### src/rtl/urv_writeback_nb.sv
// urv_writeback_nb: uRV writeback stage with non-blocking loads.
//
// Loads are recorded in a small in-order queue when accepted. Their data is
// extracted and written back whenever memory signals completion. ALU, shifter
// and multiplier results are written back one cycle after acceptance. A load
// return always wins the single register-file write port.
//
// Optional build macro: URV_WB_TIMEOUT_EN enables a watchdog that drops a
// load whose return has not arrived within TIMEOUT_CYCLES cycles.
//
// Handshake: the X stage offers an instruction with x_valid_i. The
// instruction is taken in a cycle where x_valid_i is high, w_stall_i is low
// and w_stall_req_o is low. w_stall_req_o depends only on the offered
// instruction and on the current queue and memory state. It never depends on
// w_stall_i, so the offer may stay in place until it is taken.

module urv_writeback_nb #(
    parameter int XLEN           = 32,
    parameter int DEPTH          = 4,
    parameter int TIMEOUT_CYCLES = 255
) (
    input  logic                     clk_i,
    input  logic                     rst_n_i,
    input  logic                     w_stall_i,
    output logic                     w_stall_req_o,
    input  logic                     x_valid_i,
    input  logic                     x_load_i,
    input  logic                     x_store_i,
    input  logic [2:0]               x_fun_i,
    input  logic [1:0]               x_dm_addr_i,
    input  logic [4:0]               x_rd_i,
    input  logic                     x_rd_write_i,
    input  logic [1:0]               x_rd_source_i,
    input  logic [XLEN-1:0]          x_rd_value_i,
    input  logic [XLEN-1:0]          x_shifter_rd_value_i,
    input  logic [XLEN-1:0]          x_multiply_rd_value_i,
    input  logic [XLEN-1:0]          dm_data_l_i,
    input  logic                     dm_load_done_i,
    input  logic                     dm_store_done_i,
    output logic [XLEN-1:0]          rf_rd_value_o,
    output logic [4:0]               rf_rd_o,
    output logic                     rf_rd_write_o,
    output logic [31:0]              rd_pending_mask_o,
    output logic [$clog2(DEPTH):0]   pending_count_o,
    output logic                     load_timeout_o
);

    localparam int PW = $clog2(DEPTH);
    localparam int CW = PW + 1;

    localparam logic [2:0] LDST_B  = 3'b000;
    localparam logic [2:0] LDST_H  = 3'b001;
    localparam logic [2:0] LDST_L  = 3'b010;
    localparam logic [2:0] LDST_BU = 3'b100;
    localparam logic [2:0] LDST_HU = 3'b101;

    localparam logic [1:0] RD_SOURCE_ALU      = 2'd0;
    localparam logic [1:0] RD_SOURCE_SHIFTER  = 2'd1;
    localparam logic [1:0] RD_SOURCE_MULTIPLY = 2'd2;

    // Outstanding-load queue: one entry holds {rd, fun, addr[1:0]}.
    logic [4:0]       q_rd   [DEPTH];
    logic [2:0]       q_fun  [DEPTH];
    logic [1:0]       q_addr [DEPTH];
    logic [DEPTH-1:0] q_valid;
    logic [PW-1:0]    wr_ptr;
    logic [PW-1:0]    rd_ptr;
    logic [CW-1:0]    q_count;

    logic q_empty;
    logic q_full;
    logic done_pop;
    logic timeout_pop;
    logic pop;
    logic push;
    logic accept;
    logic stall_full;
    logic stall_store;
    logic stall_waw;
    logic stall_port;

    logic [4:0]      head_rd;
    logic [2:0]      head_fun;
    logic [1:0]      head_addr;
    logic [7:0]      ld_byte;
    logic [15:0]     ld_half;
    logic [XLEN-1:0] load_value;
    logic [XLEN-1:0] x_result;

    assign q_empty  = (q_count == '0);
    assign q_full   = (q_count == CW'(DEPTH));
    // A completion with nothing outstanding is stale and is dropped.
    assign done_pop = dm_load_done_i & ~q_empty;
    assign pop      = done_pop | timeout_pop;

    assign stall_full  = x_load_i & q_full & ~pop;
    assign stall_store = x_store_i & ~dm_store_done_i;
    assign stall_waw   = ~x_load_i & x_rd_write_i & rd_pending_mask_o[x_rd_i];
    assign stall_port  = ~x_load_i & x_rd_write_i & done_pop;

    assign w_stall_req_o = x_valid_i & (stall_full | stall_store | stall_waw | stall_port);
    assign accept        = x_valid_i & ~w_stall_i & ~w_stall_req_o;
    assign push          = accept & x_load_i;

    assign head_rd   = q_rd[rd_ptr];
    assign head_fun  = q_fun[rd_ptr];
    assign head_addr = q_addr[rd_ptr];

    assign pending_count_o = q_count;

    // Queue payload storage; validity is tracked separately so no reset is needed here.
    always_ff @(posedge clk_i) begin
        if (push) begin
            q_rd[wr_ptr]   <= x_rd_i;
            q_fun[wr_ptr]  <= x_fun_i;
            q_addr[wr_ptr] <= x_dm_addr_i;
        end
    end

    // Queue pointers, occupancy and per-entry valid bits.
    always_ff @(posedge clk_i or negedge rst_n_i) begin
        if (!rst_n_i) begin
            wr_ptr  <= '0;
            rd_ptr  <= '0;
            q_count <= '0;
            q_valid <= '0;
        end else begin
            // Clear before set: a push and a pop on a full queue share one slot.
            if (pop)
                q_valid[rd_ptr] <= 1'b0;
            if (push)
                q_valid[wr_ptr] <= 1'b1;
            if (pop)
                rd_ptr <= rd_ptr + 1'b1;
            if (push)
                wr_ptr <= wr_ptr + 1'b1;
            case ({push, pop})
                2'b10:   q_count <= q_count + 1'b1;
                2'b01:   q_count <= q_count - 1'b1;
                default: q_count <= q_count;
            endcase
        end
    end

    // Pending-destination mask for decode interlocks; x0 never blocks anything.
    always_comb begin
        rd_pending_mask_o = '0;
        for (int i = 0; i < DEPTH; i++) begin
            if (q_valid[i] && (q_rd[i] != 5'd0))
                rd_pending_mask_o[q_rd[i]] = 1'b1;
        end
    end

    // Sub-word extraction of the returning load, driven by the head entry.
    always_comb begin
        ld_byte    = 8'h00;
        ld_half    = head_addr[1] ? dm_data_l_i[31:16] : dm_data_l_i[15:0];
        load_value = dm_data_l_i;
        case (head_addr)
            2'd0:    ld_byte = dm_data_l_i[7:0];
            2'd1:    ld_byte = dm_data_l_i[15:8];
            2'd2:    ld_byte = dm_data_l_i[23:16];
            default: ld_byte = dm_data_l_i[31:24];
        endcase
        case (head_fun)
            LDST_B:  load_value = {{(XLEN-8){ld_byte[7]}}, ld_byte};
            LDST_BU: load_value = {{(XLEN-8){1'b0}}, ld_byte};
            LDST_H:  load_value = {{(XLEN-16){ld_half[15]}}, ld_half};
            LDST_HU: load_value = {{(XLEN-16){1'b0}}, ld_half};
            LDST_L:  load_value = dm_data_l_i;
            default: load_value = dm_data_l_i;
        endcase
    end

    // Result select for non-load instructions.
    always_comb begin
        x_result = x_rd_value_i;
        case (x_rd_source_i)
            RD_SOURCE_SHIFTER:  x_result = x_shifter_rd_value_i;
            RD_SOURCE_MULTIPLY: x_result = x_multiply_rd_value_i;
            default:            x_result = x_rd_value_i;
        endcase
    end

    // Register-file write port: a load return has priority over the X result.
    // A load return is written even under w_stall_i because memory signals
    // completion only once.
    always_ff @(posedge clk_i or negedge rst_n_i) begin
        if (!rst_n_i) begin
            rf_rd_value_o <= '0;
            rf_rd_o       <= '0;
            rf_rd_write_o <= 1'b0;
        end else if (done_pop) begin
            rf_rd_value_o <= load_value;
            rf_rd_o       <= head_rd;
            rf_rd_write_o <= (head_rd != 5'd0);
        end else if (accept && !x_load_i && x_rd_write_i) begin
            rf_rd_value_o <= x_result;
            rf_rd_o       <= x_rd_i;
            rf_rd_write_o <= 1'b1;
        end else begin
            rf_rd_write_o <= 1'b0;
        end
    end

`ifdef URV_WB_TIMEOUT_EN
    localparam int WD_W = $clog2(TIMEOUT_CYCLES + 1);

    logic [WD_W-1:0] wd_cnt;

    // The head has waited long enough once the counter reaches the limit on this edge.
    assign timeout_pop = ~q_empty & ~done_pop & (wd_cnt == WD_W'(TIMEOUT_CYCLES - 1));

    // Head-wait watchdog; restarts for every new head and idles on an empty queue.
    always_ff @(posedge clk_i or negedge rst_n_i) begin
        if (!rst_n_i) begin
            wd_cnt         <= '0;
            load_timeout_o <= 1'b0;
        end else begin
            load_timeout_o <= timeout_pop;
            if (q_empty || pop)
                wd_cnt <= '0;
            else
                wd_cnt <= wd_cnt + 1'b1;
        end
    end
`else
    assign timeout_pop    = 1'b0;
    assign load_timeout_o = 1'b0;
`endif

endmodule

### config.mk
export PLATFORM = sky130hd
export DESIGN_NAME = urv_writeback_nb
export DESIGN_NICKNAME = d
export VERILOG_FILES = /design/src/rtl/urv_writeback_nb.sv
export SDC_FILE = /design/constraint.sdc
export NUM_CORES = 1
export LEC_CHECK = 0
export ABC_AREA = 1
export BUFFER_PORTS_ARGS = -buffer_cell sky130_fd_sc_hd__buf_2
export CAP_MARGIN = 30
export CORE_MARGIN = 2
export CORE_UTILIZATION = 56
export CTS_BUF_LIST = sky130_fd_sc_hd__clkbuf_4 sky130_fd_sc_hd__clkbuf_8 sky130_fd_sc_hd__clkbuf_16
export DETAILED_ROUTE_END_ITERATION = 10
export PLACE_DENSITY = 0.87
export SLEW_MARGIN = 10
export SYNTH_ARGS = -nofsm -noshare
export SYNTH_HDL_FRONTEND = slang
export SYNTH_SLANG_ARGS = --single-unit
export TNS_END_PERCENT = 1
### constraint.sdc
create_clock -name clk_i -period 8.2 [get_ports clk_i]
set_clock_uncertainty 0.05 [all_clocks]
set_input_delay 0.82 -clock clk_i [delete_from_list [all_inputs] [get_ports clk_i]]
set_output_delay 0.82 -clock clk_i [all_outputs]
set_load 0.02 [all_outputs]
==> impl_metrics.csv <==
group,metric,value,unit
critical_path,cp_common_cell,"nor2_1",
sta,finalSetupViolCount,0,
job,maxCapViolCount,0,
cts,cts_tree,"built",
route,antenna_left,0,
outcome,status,"finished clean",
sta,setup-tns-final,0,ps
grt,grt_pass1_wl,38.1,mm
cells_and_area,layoutNonFillerInstCount,1402,
cts,postCtsSetupRepairBufs,0,
cells_and_area,area_delta_synth_final,20.8,%
placed_design,portBuffers,221,
cells_and_area,diodes,0,
placed_design,dp.cells,1385,
critical_path,critical_path_buf_inv_count,4,
sta,fmax,268,MHz
floorplan,core.rowCount,40,
sta,report.final.slew_viol_count,0,
sta,worst_pin_slew,1010,ps
logic_synthesis,syn_inst,1043,
floorplan,core,12100,µm²
logic_synthesis,synthArstFlopShare,55.1,%
critical_path,critPathMaxStageDelay,840,ps
floorplan,initial_utilization,57.6,%
route,viasPerCell,5.84,
cts,insertion_delay,350,ps
critical_path,path_cells,"nor2_1 -> inv_1 -> o21ai_4 -> buf_4 -> inv_2 -> buf_12 -> nor2_1 -> nand2_1 -> nand3_2 -> nand4_1 -> nor2_1",
logic_synthesis,synthTopCellsByCount,"301 x nand2_1, 124 x nand3_1, 121 x nor2_1, 106 x inv_1, 77 x a21oi_1",
cells_and_area,multi_input_area,3820,µm²
cells_and_area,regArea,2430,µm²
logic_synthesis,synth_seq_cells,89,
cells_and_area,final_nets,1390,
placed_design,globalplace.congestion,1.05,
grt,gr-usage-met1,53.3,%
cells_and_area,drive_gt1_share,22.6,%
critical_path,r2r_setup_slack,4470,ps
sta,rsz0062_at_grt,"false",
route,num_vias,8185,
grt,met3_usage,6.48,%
placed_design,hpwl,19.0,mm
logic_synthesis,yosys.cell_count.top_type,"nand2_1",
logic_synthesis,synth_area_leaders,"dfrtp_1 18%, edfxtp_1 17%, nand2_1 16%",
critical_path,critPathCaptureType,"flop",
grt,grt_antenna_before_repair,0,
cts,hold_buffers,0,
cts,post_cts_resized,0,
logic_synthesis,ys.flop_type,"dfrtp_1",
route,drc,0,
logic_synthesis,synth-edff-count,40,
sta,fin_crit_sh,45.5,%
cts,numClockSinks,89,
sta,finalHoldViolations,0,
sta,slew_headroom,32.8,%
floorplan,die_area,13300,µm²
logic_synthesis,avgSynthCellArea,6.66,µm²
critical_path,criticalPathCategory,"flop to flop",
critical_path,critPathMaxFanout,61,
pwr,irDropWorstVdd,0.324,mV
critical_path,r2r_start,"pending_count_o[0]$_DFFE_PN0P_",
cells_and_area,post-route-util,69.6,%
cts,cts_buffers,9,
pwr,p_per_area,276,nW/µm²
cts,cts.clk_slew.worst_paths,70,ps
critical_path,path_depth,11,
critical_path,critPathSlowestCell,"nor2_1",
cts,root_buffer,"clkbuf_16",
cts,htreeDepth,3,
grt,use_met2,55.9,%
min_path,hold_path_class,"primary input to asynchronous set/reset pin",
grt,grt.total_usage,37.5,%
cts,clk_path_buf_depth,2,
floorplan,die_w,115,µm
route,wl_per_cell,18.1,µm
grt,first_global_vias,7249,
logic_synthesis,ys_types,42,
grt,grt-busiest-layer,"met2",
grt,grt_max_degree,66,
critical_path,worstPathArrival,3650,ps
grt,overflow,0,
route,routed_wl,25.3,mm
critical_path,worstPathRequired,8120,ps
critical_path,r2r_cells,11,
route,drt_iter0_drc,1200,
logic_synthesis,yosysTopAreaCellShare,17.7,%
pwr,leakage,0.00435,µW
logic_synthesis,yosysTopAreaCell,"dfrtp_1",
logic_synthesis,yosys_warnings,0,
logic_synthesis,seq_area_frac_synth,34.9,%
route,firstDrtPassIters,7,
floorplan,num_io_pins,224,
cells_and_area,fillers,1077,
critical_path,rr_endpoint,"q_addr[3][1]$_DFFE_PP_",
sta,period_needed,3730,ps
critical_path,crit_path_start_kind,"flop",
critical_path,cp_top_family,"simple AND/OR/NAND/NOR gates",
logic_synthesis,mappedNetlistArea,6950,µm²
floorplan,fp.dieH,115,µm
layout by cell type, fill, tap and decap left out, drive strengths merged, types with 2 or more instances in the layout:
cell    Yosys  layout
a211oi      7       7
a21boi      7       7
a21oi      79      79
a22o        7       7
a41oi       7       7
buf        27     227
clkbuf     26       9
clkinv      0       3
conb        1       2
dfrtp      49      49
edfxtp     40      40
ha         11      11
inv       112     115
nand2     306     306
nand3     137     137
nand4      12      12
nor2      124     124
nor3        5       5
o211ai      2       2
o21ai      52      52
o22ai      23      23
xor2        2       2
layer usage:
layer,vias to the layer above,routed length [µm]
met4,0,980
met3,86,2780
met1,3672,10200
met5,-,0
li1,3821,-
met2,606,11400
where the power goes:
| group | switching, µW | internal (µW) |
|---|---|---|
| registers | 136 | 588 |
| clock network | 198 | 245 |
| logic | 789 | 362 |
| total | 1120 | 1200 |
cells by family after synthesis:
kind of cell    after synthesis  share of synthesized area, %
compound gates              188                          15.7
xor+xnor                      3                         0.378
fa+ha+maj                    12                          2.27
buf+inv                     165                          10.2
flops                        89                          34.9
other cells                   1                        0.0540
simple gates                585                          36.4
stage by stage:
| step | total power (µW) | cell area [µm²] | setup slack, ps | hold WS, ps |
|---|---|---|---|---|
| finish | 2320 | 8390 | 4470 | 377 |
| detailed placement | 1830 | 8050 | 3950 | 442 |
| global placement | 1800 | 8000 | 4120 | 440 |
| CTS | 2280 | 8370 | 4220 | 387 |
| floorplan | 1480 | 6950 | 4950 | 449 |
| global route | 2450 | 8390 | 4200 | 411 |
worst max-delay path by stage:
stage | start | to
finish | pending_count_o[0]$_DFFE_PN0P_ | q_addr[3][1]$_DFFE_PP_
global placement | dm_load_done_i | q_rd[0][4]$_DFFE_PP_
detailed placement | dm_load_done_i | q_rd[3][4]$_DFFE_PP_
global route | pending_count_o[0]$_DFFE_PN0P_ | q_addr[3][1]$_DFFE_PP_
CTS | pending_count_o[0]$_DFFE_PN0P_ | q_addr[3][1]$_DFFE_PP_
floorplan | x_rd_i[0] | pending_count_o[2]$_DFFE_PN0P_
registers in the layout, summed over array words and instances (netlist names):
signal           cells
pending_count_o      3
q_addr               8
q_fun               12
q_rd                20
q_valid              4
rd_ptr               2
rf_rd_o              5
rf_rd_value_o       32
rf_rd_write_o        1
wr_ptr               2
layout make-up:
| class | count | area share, % |
|---|---|---|
| clock inverter | 7 | 1.13 |
| inverter | 112 | 5.01 |
| timing repair buffer | 227 | 14.2 |
| tap | 168 | 2.50 |
| sequential | 89 | 28.9 |
| multi-input combinational | 790 | 45.5 |
| clock buffer | 9 | 2.68 |
Power figures use the tool's default switching activity.
